===== src/rtl/etcpu_inst_mem_ctrl.sv =====
// Instruction-memory port owner: arbitrates CPU fetch against buffered host loader writes,
// and sequences boot/load so the core stays halted until the program is in memory.
module etcpu_inst_mem_ctrl #(
  parameter int INST_MEM_DEPTH = 512,
  parameter int FIFO_DEPTH     = 4,
  parameter int STARVE_LIM     = 8,
  localparam int ADD_W         = $clog2(INST_MEM_DEPTH)
) (
  input  logic             clk,
  input  logic             rst,
  input  logic             ld_start,
  input  logic             ld_done,
  input  logic             ld_valid,
  input  logic [31:0]      ld_addr,
  input  logic [31:0]      ld_dat,
  output logic             ld_ready,
  input  logic             cpu_fetch_req,
  input  logic [31:0]      cpu_fetch_addr,
  output logic             cpu_fetch_gnt,
  output logic             cpu_halt,
  output logic             mem_wen,
  output logic [ADD_W-1:0] mem_add,
  output logic [31:0]      mem_dat_in,
  output logic [15:0]      ld_cnt,
  output logic             ld_err
);
  localparam int FA_W = $clog2(FIFO_DEPTH);
  localparam int FC_W = FA_W + 1;
  localparam int SC_W = $clog2(STARVE_LIM + 1);

  typedef enum logic [1:0] {IDLE, LOAD, DRAIN, RUN} state_t;

  state_t           state;
  logic [ADD_W-1:0] fifo_add [FIFO_DEPTH];
  logic [31:0]      fifo_dat [FIFO_DEPTH];
  logic [FA_W-1:0]  wr_ptr, rd_ptr;
  logic [FC_W-1:0]  fifo_cnt;
  logic [SC_W-1:0]  starve_cnt;
  logic             fifo_full, fifo_empty, addr_bad, accept, push, pop, start_clr;
  logic             unused_fetch_bits;

  assign fifo_full  = fifo_cnt == FC_W'(FIFO_DEPTH);
  assign fifo_empty = fifo_cnt == '0;
  assign addr_bad   = (ld_addr[1:0] != 2'b00) || (ld_addr >= 32'(INST_MEM_DEPTH * 4));
  assign accept     = ld_valid & ld_ready;
  assign push       = accept & !addr_bad;
  assign start_clr  = ld_start && (state == IDLE || state == RUN);
  assign unused_fetch_bits = ^{cpu_fetch_addr[31:ADD_W+2], cpu_fetch_addr[1:0]};

  // Fetch wins in RUN unless a buffered write has waited STARVE_LIM cycles.
  always_comb begin
    ld_ready      = (state == LOAD || state == RUN) && !fifo_full;
    cpu_halt      = state != RUN;
    pop           = 1'b0;
    case (state)
      LOAD, DRAIN: pop = !fifo_empty;
      RUN:         pop = !fifo_empty && (!cpu_fetch_req || starve_cnt == SC_W'(STARVE_LIM));
      default:     pop = 1'b0;
    endcase
    mem_wen       = pop;
    cpu_fetch_gnt = (state == RUN) && cpu_fetch_req && !pop;
    mem_add       = '0;
    mem_dat_in    = '0;
    if (pop) begin
      mem_add    = fifo_add[rd_ptr];
      mem_dat_in = fifo_dat[rd_ptr];
    end else if (state == RUN) begin
      mem_add = cpu_fetch_addr[ADD_W+1:2];
    end
  end

  always_ff @(posedge clk) begin
    if (push) begin
      fifo_add[wr_ptr] <= ld_addr[ADD_W+1:2];
      fifo_dat[wr_ptr] <= ld_dat;
    end
  end

  always_ff @(posedge clk) begin
    if (rst) begin
      state      <= IDLE;
      wr_ptr     <= '0;
      rd_ptr     <= '0;
      fifo_cnt   <= '0;
      starve_cnt <= '0;
      ld_cnt     <= '0;
      ld_err     <= 1'b0;
    end else begin
      if (push) wr_ptr <= wr_ptr + FA_W'(1);
      if (pop)  rd_ptr <= rd_ptr + FA_W'(1);
      fifo_cnt <= fifo_cnt + FC_W'(push) - FC_W'(pop);

      if (state != RUN || pop)
        starve_cnt <= '0;
      else if (!fifo_empty && starve_cnt != SC_W'(STARVE_LIM))
        starve_cnt <= starve_cnt + SC_W'(1);

      if (start_clr)
        ld_cnt <= '0;
      else if (pop && ld_cnt != 16'hFFFF)
        ld_cnt <= ld_cnt + 16'd1;

      if (start_clr)
        ld_err <= 1'b0;
      else if (accept && addr_bad)
        ld_err <= 1'b1;

      case (state)
        IDLE:    if (ld_start) state <= LOAD; else if (ld_done) state <= RUN;
        LOAD:    if (ld_done) state <= DRAIN;
        DRAIN:   if (fifo_empty) state <= RUN;
        RUN:     if (ld_start) state <= LOAD;
        default: state <= IDLE;
      endcase
    end
  end
endmodule


===== config.mk =====
export PLATFORM = sky130hd
export DESIGN_NAME = etcpu_inst_mem_ctrl
export DESIGN_NICKNAME = d
export VERILOG_FILES = /design/src/rtl/etcpu_inst_mem_ctrl.sv
export SDC_FILE = /design/constraint.sdc
export NUM_CORES = 1
export LEC_CHECK = 0
export ABC_AREA = 1
export CAP_MARGIN = 20
export CORE_UTILIZATION = 47
export DETAILED_ROUTE_END_ITERATION = 10
export PLACE_DENSITY_LB_ADDON = 0.05
export SLEW_MARGIN = 5
export SYNTH_ARGS = -nofsm -noshare
export SYNTH_HDL_FRONTEND = slang
export SYNTH_SLANG_ARGS = --single-unit

===== constraint.sdc =====
create_clock -name clk -period 3.9 [get_ports clk]
set_clock_uncertainty 0.05 [all_clocks]
set_input_delay 1.17 -clock clk [delete_from_list [all_inputs] [get_ports clk]]
set_output_delay 1.17 -clock clk [all_outputs]
set_load 0.01 [all_outputs]

Word level (Yosys, flattened, before mapping)
Memories as Yosys holds them, arrays and structs flattened. A register that Yosys moved wholly into a read port is not among the register bits. Index checks and enable logic that the tools add are counted.

Bits in registers: 30. Memory bits (writable): 164. Input port bits: 102. Output and inout bits: 62. Logic and storage cells: 71. Memories: 2.

$add $sub $neg: 6. Magnitude comparators: 1. Equal/unequal tests: 12. Multiplexer cells: 16. Bitwise logic cells: 2. Reduce and logical (&&, ||, !) cells: 25.

Memory list: fifo_dat (words 4, bits a word 32, rd ports 1, clocked after memory_dff 1, wr ports 1, line 35) `logic [31:0] fifo_dat [FIFO_DEPTH];`; fifo_add (words 4, bits a word 9, rd ports 1, clocked after memory_dff 1, wr ports 1, line 34) `logic [ADD_W-1:0] fifo_add [FIFO_DEPTH];`.

Operators by type and width (count): >= comparator 32 x 12 -> 1 bit, second input constant (1); two-way mux 32 bit (1); two-way mux 2 bit (9); two-way mux 9 bit (2); adder 16 x 1 -> 16 bit, second input constant (1); inequality test 16 bit, second input constant (1); logical AND 1 bit (8); inequality test 2 bit, second input constant (4); case mux 2 bit (4 select lines) (1); OR reduction 2 bit (3); zero test 1 bit (5); logical OR 1 bit (5); adder 2 x 1 -> 2 bit, second input constant (2); adder 4 x 1 -> 4 bit, second input constant (1); equality test 2 bit, second input constant (2); equality test 4 bit, second input constant (1); inequality test 4 bit, second input constant (1); AND reduction 4 bit (1); adder 3 x 1 -> 3 bit (1); equality test 3 bit, second input constant (1); zero test 3 bit (1); inequality test 3 bit, second input constant (1); subtractor 3 x 1 -> 3 bit (1); bitwise AND 1 bit (2); 5 further kinds (6).

Logic depth before layout (Yosys ltp)
Depth after elaboration: 7. Depth in mapped cells: 15. Depth with buffers taken out: 14.

Worst setup path after synthesis
OpenSTA, ideal clock, no wires.

Path kind: input to register. Start: input port ld_addr[31]. End: memory fifo_add[0][0] (netlist name) (enable). Library setup time: 439 ps. Arrival: 3561 ps. Data required time: 3411 ps. Slack: -151 ps. Stages on the path: 6. Path through: or2_1 > nor2_1 > nand3_1 > nor2_1 > nand2_2 > nor2_1.

Longest elaborated chain between the ends: 6.

Ends and longest elaborated chain: start, declared (line 14) `input logic [31:0] ld_addr,`; >= comparator 32 x 12 -> 1 bit (line 44) `assign addr_bad = (ld_addr[1:0] != 2'b00) || (ld_addr >= 32'(INST_MEM_DEPTH * 4));`; logical OR 1 bit (line 44); zero test 1 bit (line 46) `assign push = accept & !addr_bad;`; bitwise AND 1 bit (line 46); two-way mux 1 bit (line 73) `if (push) begin`; two-way mux 1 bit (implied by the code) (line 74) `fifo_add[wr_ptr] <= ld_addr[ADD_W+1:2];`; end, declared (line 34).

Every way passes these cells.

Worst setup path in the final report
Start: input port cpu_fetch_req. End: output port mem_dat_in[14].

Longest elaborated chain between the ends: 5.

Ends and longest elaborated chain: start, declared (line 17) `input logic cpu_fetch_req,`; zero test 1 bit (line 57) `RUN: pop = !fifo_empty && (!cpu_fetch_req || starve_cnt == SC_W'(STARVE_LIM));`; logical OR 1 bit (line 57); logical AND 1 bit (line 57); case mux 1 bit (2 select lines) (line 55) `case (state)`; two-way mux 32 bit (line 64) `if (pop) begin`; end, declared (line 23) `output logic [31:0] mem_dat_in,`.

Every way passes these cells.

==> results.toml <==
[outcome]
status = "complete, no violations"

[placed_design]
port_buffers = 140
place_area_um2 = 10400
dp_hpwl_um = 12200
preCtsSetupSlack_ns = -0.281
place_congestion = 0.828

[power]
report.power.total_w = 0.00481
clock_power_share_pct = 34.4
seqPwrFrac_pct = 48.1
swShare_pct = 26.8
power_density_nw_per_um2 = 441
comb_power_share_pct = 17.5
p_int_w = 0.00352
p_switching_w = 0.00129
peakVddDrop_v = 0.000332
p_leak_nw = 4.02

[timing]
hold_viol = 0
period_share_pct = 91.2
fin_crit_ns = 3.56
rsz0062_at_grt = "no"
final.setup.worst_slack_ns = 0.342
finalSetupViolations = 0
worst-slew-pin-transition_ns = 0.601
slew-limit-headroom_pct = 59.9
drv_slew = 0
fmax_mhz = 281
setup_tns_ns = 0

[critical_path]
path_delay_family = "buffers and inverters"
worstSetupPathType = "in2out"
r2r-end = "fifo_cnt[2]$_SDFF_PP0_"
arrival_ns = 2.34
rr_startpoint = "state[0]$_SDFFE_PP0P_"
rr_worst_depth = 12
crit_buf_inv = 3
slowest_delay_ns = 0.29
worstPathCellList = "dlymetal6s2s_1 > nand2_1 > nand2_2 > nand2_2 > nand2_4 > buf_12 > a21oi_1 > dlygate4sd2_1"
critPathMaxFanout = 22
cp_common_cell = "nand2_2"
start_kind = "primary input"
crit_path_top_delay_cell = "dlygate4sd2_1"
ff2ff_setup_slack_ns = 1.17
worstPathRequired_ns = 2.68
end_kind = "output port"
cp.depth = 8

[route]
wl_per_cell_um = 16.0
drt_iter0_drc = 350
drt_pre_antenna_iters = 5
drtAntennaViolNets = 0
via_count = 6138
viasPerCell = 5.13
remaining_drc_errors = 0
wl_um = 19200

[finish]
antenna_cells = 0
nets = 1077
multi_input_area_um2 = 2650
areaGrowthSynthToFinish_pct = 27.4
n_fill_cell = 1426
fin_area_um2 = 10900
final_util_pct = 62.2
drive_gt1_share_pct = 11.1
seqCellArea_um2 = 5570

[clock_network]
clock-root-buffer = "clkbuf_16"
cts_buffers = 17
cts_buffer_depth = 2
hold_buffers = 0
clk_pin_slew_ns = 0.07
clk_latency_ns = 0.44
cts_tree = "yes"
clock_sinks = 196
ctsHtreeMaxLevel = 4

[logic_synthesis]
synth_nets = 926
synth-main-ff-cell = "edfxtp_1"
synth_edf_count = 164
ys_types = 36
synthArstFlopShare_pct = 0
ys_ff_latch = 196
ys_seq_area_share_pct = 65.0
synth_area_per_cell_um2 = 10.6
synthCells = 808
yosys_warnings = 0
netlist_area_um2 = 8560

[grt]
gr-total-overflow = 0
grt_pass1_wl_um = 30400
antenna_found_initial = 1
first_global_vias = 6144
grt_max_degree = 53
grt_usage_pct = 21.8

[run]
drv_cap = 0

[min_path]
hp-class = "reg2reg"
whs_path_depth = 2
hold_path_end = "ld_err$_SDFFE_PP0P_"
hold_start = "ld_err$_SDFFE_PP0P_"

[floorplanning]
fp.coreArea_um2 = 17500
ios = 164
start_util_pct = 48.8
fp.dieArea_um2 = 18700
num_rows = 48
fp.dieH_um = 137
die_w_um = 137
## power by group through the flow
| stage | registers [W] | clock network [W] | logic, W |
|---|---|---|---|
| final | 0.00232 | 0.00165 | 0.000843 |
| after CTS | 0.00232 | 0.00169 | 0.000849 |
| after global routing | 0.00232 | 0.00177 | 0.000935 |
| after global placement | 0.00236 | 0 | 0.000833 |
| after detailed placement | 0.00236 | 0 | 0.000857 |
| after floorplan | 0.00235 | 0 | 0.000501 |
## flip-flops by register name, indices dropped and copies added (netlist names), named ones only
| signal | cells |
|---|---|
| state | 2 |
| starve_cnt | 4 |
| fifo_cnt | 3 |
| ld_cnt | 16 |
| ld_err | 1 |
| fifo_add | 36 |
| fifo_dat | 128 |
| rd_ptr | 2 |
| wr_ptr | 2 |
## cells in the final DEF (no fill, tap or decap), types with 5 or more instances in the layout
cell type	netlist	final
a21oi_1	36	36
a21oi_2	18	18
buf_12	0	8
buf_4	0	15
clkbuf_16	0	17
clkdlybuf4s50_1	0	96
dfxtp_1	32	30
dlygate4sd2_1	0	39
edfxtp_1	164	164
ha_1	15	15
inv_1	44	44
inv_2	6	5
nand2_1	109	108
nand2_2	6	7
nand3_1	11	11
nand4_1	7	7
nor2_1	197	193
nor2_4	1	6
o21ai_0	81	81
o21ai_1	6	6
o22ai_1	10	10
xnor2_1	5	5
xor2_1	7	7
## worst max path at each step
| stage | start | end | slack (ns) |
|---|---|---|---|
| global route | state[0]$_SDFFE_PP0P_ | mem_dat_in[14] | 0.20 |
| detailed placement | cpu_fetch_req | mem_add[5] | -0.28 |
| global placement | cpu_fetch_req | mem_add[4] | -0.23 |
| floorplan | ld_addr[31] | fifo_add[0][0]$_DFFE_PP_ | -0.15 |
| finish | cpu_fetch_req | mem_dat_in[14] | 0.34 |
| CTS | cpu_fetch_req | mem_add[8] | 0.006 |
## cell families (layout without fill, tap and decap cells)
group / after synthesis / in the layout / synth area share [%]
XOR/XNOR: 12 / 12 / 1.23
AO/OA/AOI/OAI: 153 / 153 / 10.1
AND/OR/NAND/NOR: 345 / 346 / 16.6
multiplexers: 1 / 1 / 0.117
adder cells (fa/ha/maj): 16 / 16 / 2.43
buffers and inverters: 85 / 248 / 4.47
flip-flops: 196 / 196 / 65.0
## routing by layer
metal,GRT usage (%),up-vias,part of all wire [%]
met2,38.6,133,53
met3,4.74,10,4.0
met1,25.6,2952,42
met4,8.24,0,0.74
li1,-,3043,-
met5,0,-,0
## worst min-delay path: cells and delay by family, from the launching register on
kind,cells,cell delay (ns)
AND/OR/NAND/NOR,1,0.07
flip-flops,1,0.33
AO/OA/AOI/OAI,1,0.04
## metrics by stage
step	cells	hold slack, ns
CTS	1197	0.428
finish	1197	0.424
global placement	1162	0.407
floorplan	808	0.412
detailed placement	1162	0.410
global route	1197	0.481
## synth_stat cells (all sizes together), types with 2 or more instances
library cell  count  area [µm²]
nor3              2        10.0
nand3b            2        15.0
buf              16         123
nand3            14        92.6
xnor2             5        43.8
inv              50         188
o21ai            87         435
nand2           116         458
nand4             7        43.8
ha               15         188
dfxtp            32         641
edfxtp          164        4920
o22ai            10        62.6
clkbuf           18        67.6
xor2              7        61.3
nor2            202         790
or2               2        12.5
a21oi            54         338
## area by class of cell
| class | count | share of cell area (%) |
|---|---|---|
| Tap cell | 225 | 2.58 |
| Multi-Input combinational cell | 528 | 24.3 |
| Inverter | 51 | 1.84 |
| Clock inverter | 13 | 1.15 |
| Timing Repair Buffer | 165 | 15.1 |
| Clock buffer | 19 | 3.97 |
| Sequential cell | 196 | 51.1 |
## timing repair
item                                    4_1_cts  5_1_grt
pin swaps                                     2        2
endpoints found under the setup margin       43       14
buffers inserted                              2        0
cloned                                        1        0
gates resized for setup                      56        4
No activity file was read; power rests on OpenSTA's default activity.
